$ cat src/rtl/aes_key_expander.sv
// AES-128 key schedule: captures a cipher key on a rising load_key, derives
// the ten following round keys at one per cycle into a register file, and
// serves any stored key combinationally by round index.
module aes_key_expander #(
  parameter int NR = 10
) (
  input  logic         clk,
  input  logic         n_rst,
  input  logic         load_key,
  input  logic [127:0] key_in,
  input  logic [3:0]   round_sel,
  output logic [127:0] round_key,
  output logic         chg_key_done,
  output logic         keys_valid,
  output logic         busy
);

  localparam logic [3:0] LAST = 4'(NR);

  // Forward S-box, row 0 (inputs 00..0f) in the most significant bits.
  localparam logic [2047:0] SBOX_TBL = {
    128'h637c777bf26b6fc53001672bfed7ab76,
    128'hca82c97dfa5947f0add4a2af9ca472c0,
    128'hb7fd9326363ff7cc34a5e5f171d83115,
    128'h04c723c31896059a071280e2eb27b275,
    128'h09832c1a1b6e5aa0523bd6b329e32f84,
    128'h53d100ed20fcb15b6acbbe394a4c58cf,
    128'hd0efaafb434d338545f9027f503c9fa8,
    128'h51a3408f929d38f5bcb6da2110fff3d2,
    128'hcd0c13ec5f974417c4a77e3d645d1973,
    128'h60814fdc222a908846eeb814de5e0bdb,
    128'he0323a0a4906245cc2d3ac629195e479,
    128'he7c8376d8dd54ea96c56f4ea657aae08,
    128'hba78252e1ca6b4c6e8dd741f4bbd8b8a,
    128'h703eb5664803f60e613557b986c11d9e,
    128'he1f8981169d98e949b1e87e9ce5528df,
    128'h8ca1890dbfe6426841992d0fb054bb16
  };

  typedef enum logic [1:0] {
    IDLE   = 2'd0,
    EXPAND = 2'd1,
    DONE   = 2'd2,
    READY  = 2'd3
  } state_t;

  state_t         state;
  state_t         state_nxt;
  logic           load_q;
  logic [3:0]     ctr;
  logic [7:0]     rcon;
  logic [127:0]   rk [0:NR];

  logic           start;
  logic [3:0]     prev_idx;
  logic [127:0]   rk_prev;
  logic [31:0]    w0;
  logic [31:0]    w1;
  logic [31:0]    w2;
  logic [31:0]    w3;
  logic [31:0]    rot_w;
  logic [31:0]    sub_w;
  logic [31:0]    t_w;
  logic [31:0]    w0_n;
  logic [31:0]    w1_n;
  logic [31:0]    w2_n;
  logic [31:0]    w3_n;

  // Byte substitution; byte b sits (255-b) bytes above bit 0 of the table.
  function automatic logic [7:0] sbox(input logic [7:0] b);
    logic [10:0] pos;
    pos = {~b, 3'b000};
    return SBOX_TBL[pos +: 8];
  endfunction

  // GF(2^8) multiply by x, reducing by the AES polynomial.
  function automatic logic [7:0] xtime(input logic [7:0] b);
    return {b[6:0], 1'b0} ^ (b[7] ? 8'h1b : 8'h00);
  endfunction

  assign start = load_key & ~load_q;

  // Previous round key feeding the current expansion step.
  always_comb begin
    prev_idx = ctr - 4'd1;
    rk_prev  = '0;
    if (prev_idx <= LAST) rk_prev = rk[prev_idx];
  end

  // One round of the key schedule: four S-box lookups plus the XOR chain.
  always_comb begin
    w0    = rk_prev[127:96];
    w1    = rk_prev[95:64];
    w2    = rk_prev[63:32];
    w3    = rk_prev[31:0];
    rot_w = {w3[23:0], w3[31:24]};
    sub_w = {sbox(rot_w[31:24]), sbox(rot_w[23:16]),
             sbox(rot_w[15:8]),  sbox(rot_w[7:0])};
    t_w   = sub_w ^ {rcon, 24'h000000};
    w0_n  = w0 ^ t_w;
    w1_n  = w1 ^ w0_n;
    w2_n  = w2 ^ w1_n;
    w3_n  = w3 ^ w2_n;
  end

  // State register.
  always_ff @(posedge clk or negedge n_rst) begin
    if (!n_rst) state <= IDLE;
    else        state <= state_nxt;
  end

  // Next state: a fresh load edge always (re)starts, even mid-expansion.
  always_comb begin
    state_nxt = state;
    case (state)
      IDLE:    if (start) state_nxt = EXPAND;
      EXPAND:  if (start) state_nxt = EXPAND;
               else if (ctr == LAST) state_nxt = DONE;
      DONE:    state_nxt = start ? EXPAND : READY;
      READY:   if (start) state_nxt = EXPAND;
      default: state_nxt = IDLE;
    endcase
  end

  // Load edge detector, round counter and round constant.
  always_ff @(posedge clk or negedge n_rst) begin
    if (!n_rst) begin
      load_q <= 1'b0;
      ctr    <= '0;
      rcon   <= '0;
    end else begin
      load_q <= load_key;
      if (start) begin
        ctr  <= 4'd1;
        rcon <= 8'h01;
      end else if (state == EXPAND) begin
        ctr  <= ctr + 4'd1;
        rcon <= xtime(rcon);
      end
    end
  end

  // Round key file: slot 0 takes the cipher key, later slots the schedule.
  always_ff @(posedge clk or negedge n_rst) begin
    if (!n_rst) begin
      for (int i = 0; i <= NR; i++) rk[i] <= '0;
    end else if (start) begin
      rk[0] <= key_in;
    end else if (state == EXPAND) begin
      rk[ctr] <= {w0_n, w1_n, w2_n, w3_n};
    end
  end

  // Status outputs decoded from state; key read-out is a plain mux.
  always_comb begin
    busy         = (state == EXPAND);
    chg_key_done = (state == DONE);
    keys_valid   = (state == DONE) || (state == READY);
    round_key    = '0;
    if (round_sel <= LAST) round_key = rk[round_sel];
  end

endmodule

$ cat config.mk
export PLATFORM = sky130hd
export DESIGN_NAME = aes_key_expander
export DESIGN_NICKNAME = d
export VERILOG_FILES = /design/src/rtl/aes_key_expander.sv
export SDC_FILE = /design/constraint.sdc
export NUM_CORES = 2
export LEC_CHECK = 0
export CORE_UTILIZATION = 44
export CTS_BUF_LIST = sky130_fd_sc_hd__clkbuf_4 sky130_fd_sc_hd__clkbuf_8
export DETAILED_ROUTE_END_ITERATION = 16
export MAX_ROUTING_LAYER = met4
export PLACE_DENSITY_LB_ADDON = 0.25
export RECOVER_POWER = 100
export SYNTH_ARGS = -nofsm -noshare
export SYNTH_HDL_FRONTEND = slang
export SYNTH_SLANG_ARGS = --single-unit
$ cat constraint.sdc
create_clock -name clk -period 8.28 [get_ports clk]
set_clock_uncertainty 0.2 [all_clocks]
set_input_delay 0.828 -clock clk [delete_from_list [all_inputs] [get_ports clk]]
set_output_delay 0.828 -clock clk [all_outputs]
set_load 0.02 [all_outputs]
==> impl_results.html <==
<table>
<tr><th>Metric</th><th>Value</th></tr>
<tr><th colspan="2">STA</th></tr>
<tr><td>Total of endpoints with negative setup slack in the final report</td><td>2</td></tr>
<tr><td>Final count of pins violating max slew</td><td>1822</td></tr>
<tr><td>Crit path setup slack, layout</td><td>-0.0501 ns</td></tr>
<tr><td>Final Hold Fails</td><td>0</td></tr>
<tr><td>Share of the clock period used by the worst path</td><td>101%</td></tr>
<tr><td>Highest clock frequency the design can meet</td><td>between 0.1 and 0.15 GHz</td></tr>
<tr><td>Transition time at the pin with the least slew margin</td><td>5.78 ns</td></tr>
<tr><td>Unrepaired setup endpoints after global routing</td><td>no</td></tr>
<tr><td>Tmin final</td><td>approximately 8.3 ns</td></tr>
<tr><td>Worst relative slew slack</td><td>-286%</td></tr>
<tr><th colspan="2">Routing</th></tr>
<tr><td>Drt first pass iters</td><td>8</td></tr>
<tr><td>Total routed wirelength</td><td>465 mm</td></tr>
<tr><td>Remaining DRCs</td><td>0</td></tr>
<tr><td>ANT nets after route</td><td>0</td></tr>
<tr><td>Routed length per placed instance</td><td>35.9 microns</td></tr>
<tr><td>DRC marker count from the first detailed-route iteration</td><td>11.4k</td></tr>
<tr><td>Post-DR vias/cell</td><td>6.84</td></tr>
<tr><td>Via total after detailed routing</td><td>88.6k</td></tr>
<tr><th colspan="2">Synth</th></tr>
<tr><td>Synthesized net count</td><td>10.2k</td></tr>
<tr><td>Netlist Area Pre-Place</td><td>0.0932 sq mm</td></tr>
<tr><td>Simple-gate area share of the yosys netlist</td><td>between 10% and 20%</td></tr>
<tr><td>Compound-gate portion of the synthesized area</td><td>a little over a fifth</td></tr>
<tr><td>Synthesized flop and latch total</td><td>1423</td></tr>
<tr><td>Multiplexer share of the synthesized area</td><td>19.0%</td></tr>
<tr><td>Post-synthesis cell type with the largest combined area</td><td>sky130_fd_sc_hd__dfrtp_1</td></tr>
<tr><td>Post-synthesis average cell area</td><td>just over 9 sq um</td></tr>
<tr><td>Area share of xor/xnor cells in the synthesized design</td><td>2.52%</td></tr>
<tr><td>Commonest register cell after synthesis</td><td>sky130_fd_sc_hd__dfrtp_1</td></tr>
<tr><td>Post-synthesis sequential area ratio</td><td>between 30% and 40%</td></tr>
<tr><td>Largest family of logic cells by synthesized area</td><td>compound AO/OA/AOI/OAI gates</td></tr>
<tr><td>Share of async-settable or async-resettable flops after synthesis</td><td>between 90% and 100%</td></tr>
<tr><td>Gate Count Post-Synth</td><td>10.0k</td></tr>
<tr><td>Top cell type's share of synthesized area</td><td>38.2%</td></tr>
<tr><td>Post-synthesis adder-cell area fraction</td><td>0.671%</td></tr>
<tr><td>Synth warnings</td><td>0</td></tr>
<tr><td>Library cells used by synthesis</td><td>130</td></tr>
<tr><td>Top cells by area, synth</td><td>sky130_fd_sc_hd__dfrtp_1, sky130_fd_sc_hd__mux4_2, sky130_fd_sc_hd__o21ai_0, sky130_fd_sc_hd__nand2_1, sky130_fd_sc_hd__mux2i_1</td></tr>
<tr><td>Number of enable-type register cells in the synthesized netlist</td><td>0</td></tr>
<tr><th colspan="2">Flow run</th></tr>
<tr><td>Count of maximum capacitance violations</td><td>25</td></tr>
<tr><th colspan="2">GRT</th></tr>
<tr><td>Overall overflow remaining after global route</td><td>0</td></tr>
<tr><td>Antenna violations before repair</td><td>32</td></tr>
<tr><td>Largest net degree at the start of global routing</td><td>180</td></tr>
<tr><td>GRT Util Overall</td><td>roughly 44%</td></tr>
<tr><td>Vias in the first global route</td><td>85.5k</td></tr>
<tr><td>Wire length of the first global-routing pass</td><td>approximately 650 mm</td></tr>
<tr><th colspan="2">Critical path</th></tr>
<tr><td>Worst path required time</td><td>7.25 ns</td></tr>
<tr><td>Sequence of cells on the critical path</td><td>clkbuf_2 &gt; nor2b_4 &gt; clkbuf_1 &gt; buf_4 &gt; a21oi_1 &gt; o22ai_1 &gt; dlygate4sd3_1</td></tr>
<tr><td>Reg-to-reg slack, setup</td><td>0 ns</td></tr>
<tr><td>Type of the setup path with the least slack</td><td>in -&gt; out</td></tr>
<tr><td>CP max FO</td><td>44</td></tr>
<tr><td>Slowest cell on the critical path</td><td>sky130_fd_sc_hd__clkbuf_1</td></tr>
<tr><td>Nature of the critical path startpoint</td><td>input port</td></tr>
<tr><td>Worst path max stage delay</td><td>2.47 ns</td></tr>
<tr><td>Family with the most delay on the worst path</td><td>buffers and inverters</td></tr>
<tr><td>Buffer and inverter count on the worst path</td><td>4</td></tr>
<tr><td>Arrival time at the worst endpoint</td><td>7.30 ns</td></tr>
<tr><td>Type of destination of the critical path</td><td>output port</td></tr>
<tr><th colspan="2">Outcome</th></tr>
<tr><td>Violated checks</td><td>max-capacitance violations, max-slew violations, negative setup slack</td></tr>
<tr><td>Run status</td><td>finished, violations left</td></tr>
<tr><th colspan="2">Place</th></tr>
<tr><td>Final HPWL from detailed placement</td><td>304 mm</td></tr>
<tr><td>Port Buffer Count</td><td>265</td></tr>
<tr><td>Routability congestion estimate</td><td>1.08</td></tr>
<tr><th colspan="2">Finish</th></tr>
<tr><td>Share of layout cells above drive strength 1</td><td>between 10% and 20%</td></tr>
<tr><td>Multi-input gate area in the final layout</td><td>about 0.053 sq mm</td></tr>
<tr><td>Final-stage net count</td><td>10.1k</td></tr>
<tr><td>Final Util</td><td>slightly below 50%</td></tr>
<tr><td>Area grow syn2layout</td><td>11.6%</td></tr>
<tr><td>FF+latch area</td><td>0.0356 sq mm</td></tr>
<tr><td>Number of fill cells in the layout</td><td>19.5k</td></tr>
<tr><th colspan="2">Clocking</th></tr>
<tr><td>CTS Buffer Depth</td><td>4</td></tr>
<tr><td>Number of H-tree branching levels</td><td>5</td></tr>
<tr><td>Clock tree from TritonCTS</td><td>built</td></tr>
<tr><td>Clk sink count</td><td>approximately 1.4k</td></tr>
<tr><td>Cell at the root of the clock tree</td><td>sky130_fd_sc_hd__clkbuf_8</td></tr>
<tr><td>Clock slew seen by the registers of the worst setup and hold paths</td><td>about 0.06 ns</td></tr>
<tr><td>Number of buffers inserted to repair setup after CTS</td><td>0</td></tr>
<tr><td>Inserted Clock Buffers</td><td>278</td></tr>
<tr><td>Clk_lat worst skew</td><td>1.09 ns</td></tr>
<tr><th colspan="2">Floorplan</th></tr>
<tr><td>Floorplan core area</td><td>approximately 0.21 sq mm</td></tr>
<tr><td>I/O Pins</td><td>266</td></tr>
<tr><td>Starting density of the core</td><td>44.4%</td></tr>
<tr><td>Width of the die</td><td>462 microns</td></tr>
<tr><td>Num rows</td><td>around 170</td></tr>
<tr><td>Total die area</td><td>0.214 sq mm</td></tr>
<tr><td>Vertical die dimension</td><td>462 microns</td></tr>
<tr><th colspan="2">Worst hold path</th></tr>
<tr><td>Class of the worst hold path</td><td>in -&gt; reg</td></tr>
</table>
-- cells by family (layout without fill, tap and decap cells) --
family / Yosys count / count (layout)
multiplexers: 1162 / 1162
XOR/XNOR: 201 / 201
other: 0 / 36
AND/OR/NAND/NOR: 2791 / 2791
buffers and inverters: 1131 / 1233
AO/OA/AOI/OAI: 3261 / 3261
adder cells (fa/ha/maj): 50 / 50
flip-flops: 1423 / 1423
-- metal layers --
metal	global-route usage, %	wire length (microns)	vias up
met3	10.8	47100	1330
li1	-	-	36800
met2	63.3	203000	5728
met4	28.6	35100	0
met5	-	0	-
met1	55.9	180000	44800
-- through the flow --
| step | setup slack (ns) | instance area [sq um] | hold WS (ns) | cells | setup TNS (ns) |
|---|---|---|---|---|---|
| 2_1_floorplan | 0.0440 | 93200 | 0.255 | 10000 | 0 |
| 3_3_place_gp | -0.332 | 98900 | 0.272 | 12500 | -5.15 |
| 3_5_place_dp | 0.180 | 99000 | 0.280 | 12500 | 0 |
| 4_1_cts | 0.225 | 104000 | 0.00821 | 12900 | 0 |
| 5_1_grt | 0.0347 | 104000 | 0.0657 | 13000 | 0 |
| 6_report | -0.0501 | 104000 | 0.0879 | 13000 | -0.0861 |
-- cells in the mapped netlist (all sizes together), types with 111 or more instances --
cell and count:
nor2 509, buf 456, a211oi 111, xnor2 118, nand2 1771, dfrtp 1423, mux4 473, nand3 174
o21ai 1469, a21oi 549, clkbuf 634, nor3 115, mux2i 541, o22ai 249, mux2 148
-- cell type report --
cell class / instances / area share, %
Tap cell: 2805 / 3.37
Antenna cell: 36 / 0.0866
Timing Repair Buffer: 737 / 6.18
Sequential cell: 1423 / 34.2
Inverter: 41 / 0.155
Multi-Input combinational cell: 7465 / 50.7
Clock buffer: 430 / 5.15
Clock inverter: 25 / 0.152
-- cells in the final DEF, fill, tap and decap left out, drive strengths merged, types with 28 or more instances in the layout --
master | netlist | final
nor3 | 115 | 115
inv | 38 | 40
nand3 | 174 | 174
and3 | 61 | 61
nand4 | 43 | 43
xor2 | 71 | 71
a21oi | 549 | 549
o221ai | 42 | 42
dlygate4sd3 | 0 | 122
diode | 0 | 36
o21a | 42 | 42
mux2 | 148 | 148
a221o | 28 | 28
buf | 456 | 390
xnor2 | 118 | 118
dfrtp | 1423 | 1423
ha | 50 | 50
mux4 | 473 | 473
clkdlybuf4s50 | 0 | 139
a21o | 44 | 44
clkbuf | 634 | 514
o31ai | 57 | 57
o211ai | 96 | 96
nor2 | 509 | 509
o22ai | 249 | 249
a221oi | 52 | 52
a2111oi | 38 | 38
o21ai | 1469 | 1469
a211oi | 111 | 111
nand2 | 1771 | 1771
a31oi | 95 | 95
a22oi | 44 | 44
mux2i | 541 | 541
o311ai | 36 | 36
a311oi | 51 | 51
-- registers in the layout, indices dropped and copies added, names as in the netlist --
signal	flops
ctr	4
load_q	1
rcon	8
rk	1408
state	2
-- tightest hold or removal path, delay by kind of cell --
| kind | cells | cell delay [ns] |
|---|---|---|
| AOI/OAI and AO/OA | 1 | 0.06 |
| buffers and inverters | 1 | 0.40 |
| and+or+nand+nor | 1 | 0.05 |
-- what timing repair did --
item / in CTS / in global routing
hold buffers: 1 / 0
resized for setup: 0 / 4
setup endpoints to repair: 0 / 27
hold endpoints to repair: 113 / 0
-- final timing paths --
check                              from  depth (start not counted)       endpoint
max                        round_sel[1]                          7  round_key[94]
min                         key_in[114]                          3       rk[1394]
max reg2reg                      ctr[0]                         22        rk[275]
min reg2reg                    rk[1023]                          2       rk[1023]
max in group asynchronous         n_rst                          4        rk[675]
min in group asynchronous         n_rst                          2        rk[609]
Power is not shown: default switching activity piles up to over one toggle a cycle in this logic, so the estimate is an artifact.
